File: src/rtl/dp_ram_arbiter.sv
// dp_ram_arbiter: shares one dp_ram write port and one read port between two
// clients. Each port has an independent 1-bit round-robin arbiter with
// combinational grants; winning commands are registered onto the RAM pins and
// read data is routed back to its owner with a per-client valid strobe.
// Optional build macro: DPRA_RAW_STALL_EN (holds off a read whose address
// matches the same-cycle write winner, so the read returns the new data).
module dp_ram_arbiter #(
  parameter int ADDR_W = 4,
  parameter int DATA_W = 8,
  parameter int RD_LAT = 1
) (
  input  logic                clk,
  input  logic                rst,
  input  logic [1:0]          c_wr_req,
  input  logic [2*ADDR_W-1:0] c_wr_addr,
  input  logic [2*DATA_W-1:0] c_wr_data,
  output logic [1:0]          c_wr_gnt,
  input  logic [1:0]          c_rd_req,
  input  logic [2*ADDR_W-1:0] c_rd_addr,
  output logic [1:0]          c_rd_gnt,
  output logic [1:0]          c_rd_valid,
  output logic [DATA_W-1:0]   c_rd_data,
  output logic                wr_en,
  output logic [ADDR_W-1:0]   wr_addr,
  output logic [DATA_W-1:0]   w_dataa,
  output logic                rd_en,
  output logic [ADDR_W-1:0]   rd_addr,
  input  logic [DATA_W-1:0]   r_data
);

  // round-robin pointers: client that won the last transfer on each port
  logic wr_last_q, rd_last_q;
  // owner of the read currently on the RAM pins, then its trip to the tail
  logic              rd_own_q;
  logic [RD_LAT-1:0] vld_pipe_q;
  logic [RD_LAT-1:0] own_pipe_q;

  logic              wr_win, rd_win, wr_fire, rd_fire, rd_block;
  logic [ADDR_W-1:0] wr_win_addr, rd_win_addr;
  logic [DATA_W-1:0] wr_win_data;

  // winner selection: on a tie the client other than `last` wins
  assign wr_win      = (&c_wr_req) ? ~wr_last_q : c_wr_req[1];
  assign rd_win      = (&c_rd_req) ? ~rd_last_q : c_rd_req[1];
  assign wr_win_addr = wr_win ? c_wr_addr[2*ADDR_W-1:ADDR_W] : c_wr_addr[ADDR_W-1:0];
  assign wr_win_data = wr_win ? c_wr_data[2*DATA_W-1:DATA_W] : c_wr_data[DATA_W-1:0];
  assign rd_win_addr = rd_win ? c_rd_addr[2*ADDR_W-1:ADDR_W] : c_rd_addr[ADDR_W-1:0];

`ifdef DPRA_RAW_STALL_EN
  // same-cycle read of the address being written waits one cycle
  assign rd_block = (|c_wr_req) & (|c_rd_req) & (rd_win_addr == wr_win_addr);
`else
  assign rd_block = 1'b0;
`endif

  // grants are suppressed while reset is asserted
  assign wr_fire  = (|c_wr_req) & rst;
  assign rd_fire  = (|c_rd_req) & ~rd_block & rst;
  assign c_wr_gnt = {wr_fire & wr_win, wr_fire & ~wr_win};
  assign c_rd_gnt = {rd_fire & rd_win, rd_fire & ~rd_win};

  // write port: register the winning command onto the RAM write pins
  always_ff @(posedge clk or negedge rst) begin
    if (!rst) begin
      wr_en     <= 1'b0;
      wr_addr   <= '0;
      w_dataa   <= '0;
      wr_last_q <= 1'b1;
    end else begin
      wr_en <= wr_fire;
      if (wr_fire) begin
        wr_addr   <= wr_win_addr;
        w_dataa   <= wr_win_data;
        wr_last_q <= wr_win;
      end
    end
  end

  // read port: register the winning address and remember who asked
  always_ff @(posedge clk or negedge rst) begin
    if (!rst) begin
      rd_en     <= 1'b0;
      rd_addr   <= '0;
      rd_own_q  <= 1'b0;
      rd_last_q <= 1'b1;
    end else begin
      rd_en <= rd_fire;
      if (rd_fire) begin
        rd_addr   <= rd_win_addr;
        rd_own_q  <= rd_win;
        rd_last_q <= rd_win;
      end
    end
  end

  // owner pipeline: starts when the RAM samples rd_en, so the tail lines up
  // with r_data RD_LAT cycles later; reset drops every in-flight read
  always_ff @(posedge clk or negedge rst) begin
    if (!rst) begin
      vld_pipe_q <= '0;
      own_pipe_q <= '0;
    end else begin
      vld_pipe_q[0] <= rd_en;
      own_pipe_q[0] <= rd_own_q;
      for (int i = 1; i < RD_LAT; i++) begin
        vld_pipe_q[i] <= vld_pipe_q[i-1];
        own_pipe_q[i] <= own_pipe_q[i-1];
      end
    end
  end

  // return path: capture RAM data and strobe the owning client
  always_ff @(posedge clk or negedge rst) begin
    if (!rst) begin
      c_rd_valid <= 2'b00;
      c_rd_data  <= '0;
    end else if (vld_pipe_q[RD_LAT-1]) begin
      c_rd_data  <= r_data;
      c_rd_valid <= own_pipe_q[RD_LAT-1] ? 2'b10 : 2'b01;
    end else begin
      c_rd_valid <= 2'b00;
    end
  end

endmodule
File: config.mk
export PLATFORM = sky130hd
export DESIGN_NAME = dp_ram_arbiter
export DESIGN_NICKNAME = d
export VERILOG_FILES = /design/src/rtl/dp_ram_arbiter.sv
export SDC_FILE = /design/constraint.sdc
export NUM_CORES = 1
export LEC_CHECK = 0
export ABC_AREA = 1
export BUFFER_PORTS_ARGS = -buffer_cell sky130_fd_sc_hd__clkbuf_2
export CAP_MARGIN = 20
export CORE_MARGIN = 5
export CORE_UTILIZATION = 25
export DETAILED_ROUTE_END_ITERATION = 8
export RECOVER_POWER = 25
export REMOVE_ABC_BUFFERS = 1
export SLEW_MARGIN = 20
export SYNTH_ARGS = -nofsm -noshare
export SYNTH_HDL_FRONTEND = slang
export SYNTH_SLANG_ARGS = --single-unit
export TNS_END_PERCENT = 20
File: constraint.sdc
create_clock -name clk -period 1.3 [get_ports clk]
set_input_delay 0 -clock clk [delete_from_list [all_inputs] [get_ports clk]]
set_output_delay 0 -clock clk [all_outputs]
set_load 0.02 [all_outputs]
==> metrics.txt, run 1 <==
status completed; first-pass GRT wire length 7850 um; synthesized area per cell 9.94 sq um; cell area after synthesis 0.00156 sq mm; max_cap viols 0; DR vias/cell 4.44; post-placement cell count 305; largest net degree at the start of global routing 27; Die Ht 89 um; DP Area 0.00199 sq mm; Power Density 1120 mW/mm^2; period utilisation layout 97.6%; Worst EP arrival 1.27 ns; Crit Path Max Fanout 11; cts bufs inserted 5; DRC violations left 0; Post-synth top cells nand2_1, dfrtp_1, nand3_2; Area Overhead vs Synth 59.7%; via count 1,555; Final Critical Period 1.27 ns; Tot GR Track Use 12.8%; asr flop ratio synth 100%; Die ar. 0.00792 sq mm; HP Class input port to flop; Required @ worst endpoint 1.30 ns; post-route setup slack 0.0306 ns; Crit Path Class flop to output port; Worst Clk Skew 0.00599 ns; Slew Viols, Final 0; Setup-failing EPs final 0; n_diodes 0; post-DP HPWL 3280 um; # port buffers 77; area leader, netlist dfrtp_1; final setup TNS 0 ns; Seq/Total Area, Yosys 53.1%; Slew headroom 64.8%; clk root buf clkbuf_8; total number of clock tree sinks 33; Setup crit end kind output port; Initial Util 26.0%; WL per Instance 13.5 um; DRT Pass-1 Iters 4; Fmax 0.788 GHz; total grt overflow 0; Hold Violations, Final 0; initial drt markers 56; clock transition at the registers of the reported paths 0.07 ns; Cell Rows 28; ys flop type dfrtp_1; Core Util, Final 41.6%; Yosys warning total 0; Routed Wire Length 4740 um; initial antenna violation count 0; Netlist cell types 23; Post-synth EDFFs 0; insertion delay to the later sink of the worst-skew pair 0.28 ns; dpl ws 0.106 ns; CTS tree yes; Startpoint Class flop; io pins 78; Synth Instances 157; H-tree depth 2; core area 0.00599 sq mm; layout cells sized above 1 45.1%; unrepaired setup endpoints after global routing true; net count reported at finish 320; gpl congestion 0.742; vias in the first global route 1,648; Die X 89 um; Max clock buf depth 2; Area contributors post-synth dfrtp_1, nand3_2, nand2_1; Leakage 1.29 nW; maximum VDD drop 0.640 mV; top cell type's share of synthesized area 49.7%; post-route ant nets 0; Least-Margin Pin Slew 0.526 ns; Post-Layout Inst Area 0.00249 sq mm; most numerous cell in the Yosys netlist nand2_1; Yosys reg bits 33; non-filler cells, final 350
[kinds of logic after synthesis]
logic type | Yosys count | share of synthesized area [%]
AO/OA/AOI/OAI | 5 | 2.57
buffers and inverters | 14 | 6.74
flip-flops | 33 | 53.1
AND/OR/NAND/NOR | 105 | 37.6
[placed cells by master (no fill, tap or decap), drive strengths merged]
master	n
dfstp	2
inv	3
clkbuf	79
nand4	16
nand3	32
dfrtp	31
clkinv	3
o21ai	3
nand2	50
nor2	7
dlygate4sd3	34
buf	13
a21oi	2
[critical path, cell delays in order, from the launching register on]
cell	delay, ns
dfstp_2	0.59
nand2_8	0.11
nand2_8	0.09
nor2_1	0.04
buf_2	0.15
[report_power, final]
group,switching (mW),internal (mW),total [mW],leakage (nW)
clock,0.379,0.371,0.750,0.0450
combinational,0.463,0.326,0.790,0.842
sequential,0.0786,1.17,1.25,0.401
total,0.921,1.86,2.79,1.29
[metal layers]
layer / part of all wire [%] / up-vias / global-route usage, %
met5: 0 / - / 0
met1: 41 / 734 / 16.4
li1: - / 766 / -
met3: 6.5 / 6 / 2.95
met2: 51 / 49 / 20.4
met4: 1.2 / 0 / 5.82
[cell type report]
type / instances / area [sq um]
Fill cell: 595 / 3500
Clock buffer: 6 / 72.6
Clock inverter: 2 / 10.0
Tap cell: 75 / 93.8
Inverter: 4 / 15.0
Timing Repair Buffer: 120 / 802
Sequential cell: 33 / 828
Multi-Input combinational cell: 110 / 671
[registers in the layout, indices dropped and copies added, names as in the netlist]
register	cells
c_rd_valid	2
rd_addr	4
w_dataa	8
rd_last_q	1
rd_en	1
wr_en	1
c_rd_data	8
wr_last_q	1
wr_addr	4
own_pipe_q	1
vld_pipe_q	1
rd_own_q	1
[worst paths after layout]
path / start / endpoint / slack, ns / cells after the start
setup / recovery: wr_last_q$_DFFE_PN1P_ / c_wr_gnt[1] / 0.03 / 4
hold / removal: c_wr_data[8] / w_dataa[0]$_DFFE_PN0P_ / 0.006 / 3
setup reg to reg: wr_last_q$_DFFE_PN1P_ / w_dataa[6]$_DFFE_PN0P_ / 0.09 / 5
hold reg to reg: rd_en$_DFF_PN0_ / vld_pipe_q$_DFF_PN0_ / 0.39 / 0
max in group asynchronous: rst / c_rd_data[6]$_DFFE_PN0P_ / 0.39 / 4
min in group asynchronous: rst / wr_addr[1]$_DFFE_PN0P_ / 0.29 / 3
[what timing repair did]
action                     in CTS  in global routing
setup endpoints to repair       4                  8
hold endpoints to repair       57                 17
gates resized for setup         5                 10
pin swaps                       2                  1
hold buffers                   33                  2
gates cloned                    0                  0
setup buffers                   3                  0
[per-stage QoR]
stage | hold slack [ns] | power (mW)
global route | 0.00283 | 2.96
detailed placement | -0.0210 | 1.94
finish | 0.00609 | 2.79
CTS | 0.00120 | 2.82
global placement | -0.0254 | 1.93
floorplan | -0.296 | 1.62
No activity file was read; power rests on OpenSTA's default activity.
==> run 2: changes to the inputs <==
- clock period: 1.3 -> 1.2 ns (I/O delays scaled with it)
==> run 2 against run 1 <==
The run now ends with setup timing left. Global-route usage rose by 0.33 points. Clock power rose by 14%. Routed wire length rose by 2.9%. Register-to-register slack got worse by 0.08 ns. Design area rose by 2.3%. Final cell count rose by 2.0%. Critical path depth fell by 1. Clock skew fell by 0.0026 ns. Highest routed layer unchanged.
==> metrics.txt, run 2 (synthesis gave the netlist of run 1 again) <==
met2 layer usage reported by global route 22.3% (+1.8 points); Setup-failing EPs final 2 (+2); commonest non-fill, non-tap cell in the layout clkbuf_2; DR vias/cell 4.42 (-0.51%); post-DP HPWL 3170 um (-3.3%); io pins 78 (unchanged); post-placement cell count 305 (unchanged); total number of clock tree sinks 33 (unchanged); period utilisation layout 102%; CP Cell Sequence nand2_4, a21oi_2, clkbuf_8; Reg power frac 43.8% (-0.9 points); Setup crit end kind output port; Crit Path Max Fanout 5 (-6); via count 1,578 (+1.5%); CTS tree yes; total grt overflow 0 (unchanged); Slew headroom 34.3% (-30 points); layout cells sized above 1 39.0% (-6.1 points); gpl congestion 0.730 (-1.6%); layer with the highest usage met2; non-filler cells, final 357 (+2.0%); WL per Instance 13.7 um (+0.87%); first-pass GRT wire length 8040 um (+2.4%); Area Overhead vs Synth 63.4%; Comb power frac 28.3% (about the same); insertion delay to the later sink of the worst-skew pair 0.28 ns (about the same); Crit path largest cell delay 0.56 ns (-0.03 ns); met3 Use GR 3.23% (+0.28 points); H-tree depth 2 (unchanged); Power Density 1200 mW/mm^2 (+7.6%); post-route ant nets 0 (unchanged); clock power share 27.9% (+1.0 points); switching portion of total power 31.8% (-1.2 points); Max clock buf depth 2 (unchanged); maximum VDD drop 0.436 mV (-32%); clock transition at the registers of the reported paths 0.07 ns (about the same); Filler cells 611 (+2.7%); P_int 2.09 mW (+12%); initial antenna violation count 0 (unchanged); Crit Path Class flop to output port; Cell Rows 28 (unchanged); Slew Viols, Final 0 (unchanged); DRT Pass-1 Iters 4 (unchanged); Net Switching 0.976 mW (+6.0%); DRC violations left 0 (unchanged); Die X 89 um (unchanged); clk root buf clkbuf_8; # port buffers 77 (unchanged); Critical-path top delay cell dfstp_2; Fmax 0.815 GHz; Die ar. 0.00792 sq mm (unchanged); Leakage 1.27 nW (-1.0%); DP Area 0.00201 sq mm (+0.63%); Startpoint Class flop; Die Ht 89 um (unchanged); Least-Margin Pin Slew 0.985 ns (+0.459 ns); net count reported at finish 327 (+2.2%); top flop regs c_rd_data x8, w_dataa x8; Core Util, Final 42.5% (+0.94 points); vias in the first global route 1,693 (+2.7%); Routed Wire Length 4880 um (+2.9%); n_diodes 0 (unchanged); Tot GR Track Use 13.1% (+0.33 points); Initial Util 26.0% (unchanged); Worst Clk Skew 0.00334 ns (-0.00265 ns); post-route setup slack -0.0268 ns (-0.0574 ns); Required @ worst endpoint 1.20 ns (-0.10 ns); max_cap viols 0 (unchanged); M1 GR Usage 15.7% (-0.72 points); Final Critical Period 1.23 ns; initial drt markers 43 (-23%); largest net degree at the start of global routing 19 (-30%); Worst EP arrival 1.23 ns (-0.04 ns); violated checks setup timing; unrepaired setup endpoints after global routing true; Post-Layout Inst Area 0.00255 sq mm (+2.3%); status finished with violations; Hold Violations, Final 0 (unchanged); HP Class input port to flop; cts bufs inserted 5 (unchanged); core area 0.00599 sq mm (unchanged); final setup TNS -0.0313 ns (-0.0313 ns); most frequent cells in the layout clkbuf_2, nand2_1, dlygate4sd3_1, dfrtp_1, clkbuf_1
run 2: cell count changes in the layout (fill, tap and decap cells not counted), sizes merged:
cell	change
buf	-1
clkinv	-2
dlygate4sd3	+4
clkbuf	+6
run 2: critical path, delay by kind of cell, from the launching register on:
family	cells	cell delay, ns
AO/OA/AOI/OAI	1	0.15
buffers and inverters	1	0.16
flip-flops	1	0.56
AND/OR/NAND/NOR	1	0.09
run 2: cell type report:
class / count / area [sq um] / area share [%]
Clock buffer: 8 / 90.1 / 3.53
Timing Repair Buffer: 127 / 868 / 34.1
Tap cell: 75 / 93.8 / 3.68
Inverter: 4 / 15.0 / 0.589
Sequential cell: 33 / 828 / 32.5
Multi-Input combinational cell: 110 / 653 / 25.6
run 2: power groups by stage:
stage          Sequential [mW]  Clock (mW)  Combinational [mW]
2_1_floorplan             1.51           0               0.239
3_3_place_gp              1.36           0               0.739
3_5_place_dp              1.36           0               0.747
4_1_cts                   1.34       0.904               0.893
5_1_grt                   1.36       0.958               0.954
6_report                  1.34       0.856               0.867
run 2: path summary, 6_finish.rpt:
| path | start | cells after the start | end | slack, ns |
|---|---|---|---|---|
| worst min register to register | rd_en$_DFF_PN0_ | 0 | vld_pipe_q$_DFF_PN0_ | 0.38 |
| worst max register to register | wr_last_q$_DFFE_PN1P_ | 5 | w_dataa[2]$_DFFE_PN0P_ | 0.01 |
| worst max-delay path | wr_last_q$_DFFE_PN1P_ | 3 | c_wr_gnt[0] | -0.03 |
| worst min-delay path | c_wr_data[14] | 3 | w_dataa[6]$_DFFE_PN0P_ | 0.008 |
| max in group asynchronous | rst | 3 | rd_addr[3]$_DFFE_PN0P_ | 0.22 |
| min in group asynchronous | rst | 3 | w_dataa[4]$_DFFE_PN0P_ | 0.16 |
run 2: metrics by stage:
| step | setup WS (ns) | hold slack (ns) | total power [mW] |
|---|---|---|---|
| global route | -0.0758 | 0.00842 | 3.27 |
| global placement | 0.0405 | 0.00222 | 2.10 |
| detailed placement | 0.0466 | 0.00290 | 2.11 |
| finish | -0.0268 | 0.00763 | 3.07 |
| CTS | -0.0350 | 0.00175 | 3.14 |
| floorplan | 0.0463 | -0.296 | 1.75 |
run 2: layer usage:
| metal | vias to the layer above | share of wire, % |
|---|---|---|
| met1 | 743 | 40 |
| met5 | - | 0 |
| met3 | 10 | 6.8 |
| met4 | 0 | 2.1 |
| met2 | 45 | 51 |
| li1 | 780 | - |
run 2: repair_timing:
| item | CTS | global route |
|---|---|---|
| pin swaps | 6 | 1 |
| endpoints found under the hold margin | 56 | 0 |
| gates cloned | 0 | 0 |
| buffers inserted | 5 | 0 |
| hold buffers | 39 | 0 |
| setup endpoints to repair | 4 | 26 |
| gates resized for setup | 11 | 7 |
==> run 3: changes to the inputs <==
- SETUP_SLACK_MARGIN: default -> 0.1
==> run 3 against run 2 <==
The flow still finishes with violations (setup timing). Sequential share of layout area fell by 0.49 points. Maximum frequency about the same. Flip-flop and latch count unchanged. Utilization up 0.65 points. Critical path type unchanged. Highest routed layer unchanged.
==> metrics.txt, run 3 (synthesis gave the netlist of run 1 again) <==
status finished with violations; violated checks setup timing; Leakage 1.32 nW (+3.6%); Initial Util 26.0% (unchanged); Die Ht 89 um (unchanged); # port buffers 77 (unchanged); first-pass GRT wire length 8020 um (-0.17%); HP Class input port to flop; Startpoint Class flop; post-placement cell count 305 (unchanged); r2r startpoint wr_last_q$_DFFE_PN1P_; H-tree depth 2 (unchanged); Worst Clk Skew 0.00390 ns (+0.000561 ns); largest net degree at the start of global routing 19 (unchanged); Routed Wire Length 4870 um (-0.12%); Crit Path Max Fanout 5 (unchanged); gpl congestion 0.730 (unchanged); vias in the first global route 1,698 (+0.30%); initial antenna violation count 0 (unchanged); post-DP HPWL 3170 um (unchanged); DP Area 0.00201 sq mm (unchanged); top flop regs c_rd_data x8, w_dataa x8; Slew Viols, Final 0 (unchanged); clk root buf clkbuf_8; Max clock buf depth 2 (unchanged); CP Cell Sequence nand2_4, a21oi_2, clkbuf_8; post-route setup slack -0.0267 ns (+0.0000644 ns); Required @ worst endpoint 1.20 ns (about the same); unrepaired setup endpoints after global routing true; final setup TNS -0.0267 ns (+0.00461 ns); total grt overflow 0 (unchanged); initial drt markers 54 (+26%); net count reported at finish 329 (+0.61%); Setup crit end kind output port; DRT Pass-1 Iters 4 (unchanged); layout cells sized above 1 44.0% (+5.0 points); Worst EP arrival 1.23 ns (about the same); CTS tree yes; commonest non-fill, non-tap cell in the layout clkbuf_2; Setup-failing EPs final 1 (-1); Critical-path top delay cell dfstp_2; Area Overhead vs Synth 65.8%; Die X 89 um (unchanged); clock transition at the registers of the reported paths 0.07 ns (about the same); Hold Violations, Final 0 (unchanged); total number of clock tree sinks 33 (unchanged); max_cap viols 0 (unchanged); most frequent cells in the layout clkbuf_2, nand2_1, dlygate4sd3_1, dfrtp_1, nand3_2; Final Critical Period 1.23 ns (-0.0000644 ns); maximum VDD drop 0.424 mV (-2.7%); Cell Rows 28 (unchanged); Fmax 0.815 GHz (about the same); Crit path largest cell delay 0.56 ns (about the same); flop2flop setup slack 0 ns (about the same); Die ar. 0.00792 sq mm (unchanged); core area 0.00599 sq mm (unchanged); io pins 78 (unchanged); n_diodes 0 (unchanged); CP startpoint wr_last_q$_DFFE_PN1P_; Least-Margin Pin Slew 0.982 ns (-0.00292 ns); Slew headroom 34.5% (+0.19 points); insertion delay to the later sink of the worst-skew pair 0.28 ns (about the same); DR vias/cell 4.44 (+0.45%); min-delay src c_wr_data[14]; post-route ant nets 0 (unchanged); Post-Layout Inst Area 0.00259 sq mm (+1.5%); WL per Instance 13.6 um (-0.68%); dpl ws 0.0466 ns (unchanged); via count 1,594 (+1.0%); Tot GR Track Use 13.1% (-0.038 points); cts bufs inserted 5 (unchanged); DRC violations left 0 (unchanged); non-filler cells, final 359 (+0.56%); Crit Path Class flop to output port; period utilisation layout 102% (about the same); Power Density 1200 mW/mm^2 (-0.55%)
-- run 3: power breakdown --
part / switching [mW] / internal [mW]
Sequential: 0.0787 / 1.26
Combinational: 0.513 / 0.383
Clock: 0.390 / 0.468
-- run 3: through the flow --
step / hold WS [ns] / utilization [%] / power [mW]
6_report: 0.00718 / 43.2 / 3.10
5_1_grt: 0.00842 / 43.2 / 3.30
4_1_cts: 0.00175 / 43.5 / 3.16
3_5_place_dp: 0.00290 / 33.5 / 2.11
3_3_place_gp: 0.00222 / 33.5 / 2.10
2_1_floorplan: -0.296 / - / 1.75
-- run 3: layer usage --
layer / GRT usage (%) / up-vias / wire length [um]
li1: - / 786 / -
met1: 15.7 / 754 / 1980
met2: 22.3 / 44 / 2470
met3: 3.13 / 10 / 315
met4: 5.68 / 0 / 107
met5: 0 / - / 0
-- run 3: critical path, delay by kind of cell, from the launching register on --
kind                   cells  cell delay, ns
AO/OA/AOI/OAI              1            0.15
buffers and inverters      1            0.16
flip-flops                 1            0.56
AND/OR/NAND/NOR            1            0.09
-- run 3: cell type report --
cell class | count | area (sq um)
fill | 597 | 3400
timing repair buffer | 129 | 900
sequential | 33 | 828
multi-input combinational | 110 | 661
tap | 75 | 93.8
clock buffer | 8 | 90.1
inverter | 4 | 15.0
-- run 3: timing repair --
action                                  CTS  global route
gates resized for setup                  15             7
gates cloned                              0             0
hold endpoints to repair                 56             0
setup buffers                             7             0
hold buffers                             39             0
endpoints found under the setup margin   22            49
pin swaps                                 7             0
-- run 3: worst paths after layout --
| check | cells after the start | to |
|---|---|---|
| min in group asynchronous | 3 | w_dataa[4]$_DFFE_PN0P_ |
| worst min register to register | 0 | vld_pipe_q$_DFF_PN0_ |
| worst min-delay path | 3 | w_dataa[6]$_DFFE_PN0P_ |
| worst max register to register | 5 | wr_addr[3]$_DFFE_PN0P_ |
| max in group asynchronous | 3 | w_dataa[7]$_DFFE_PN0P_ |
| worst max-delay path | 3 | c_wr_gnt[0] |
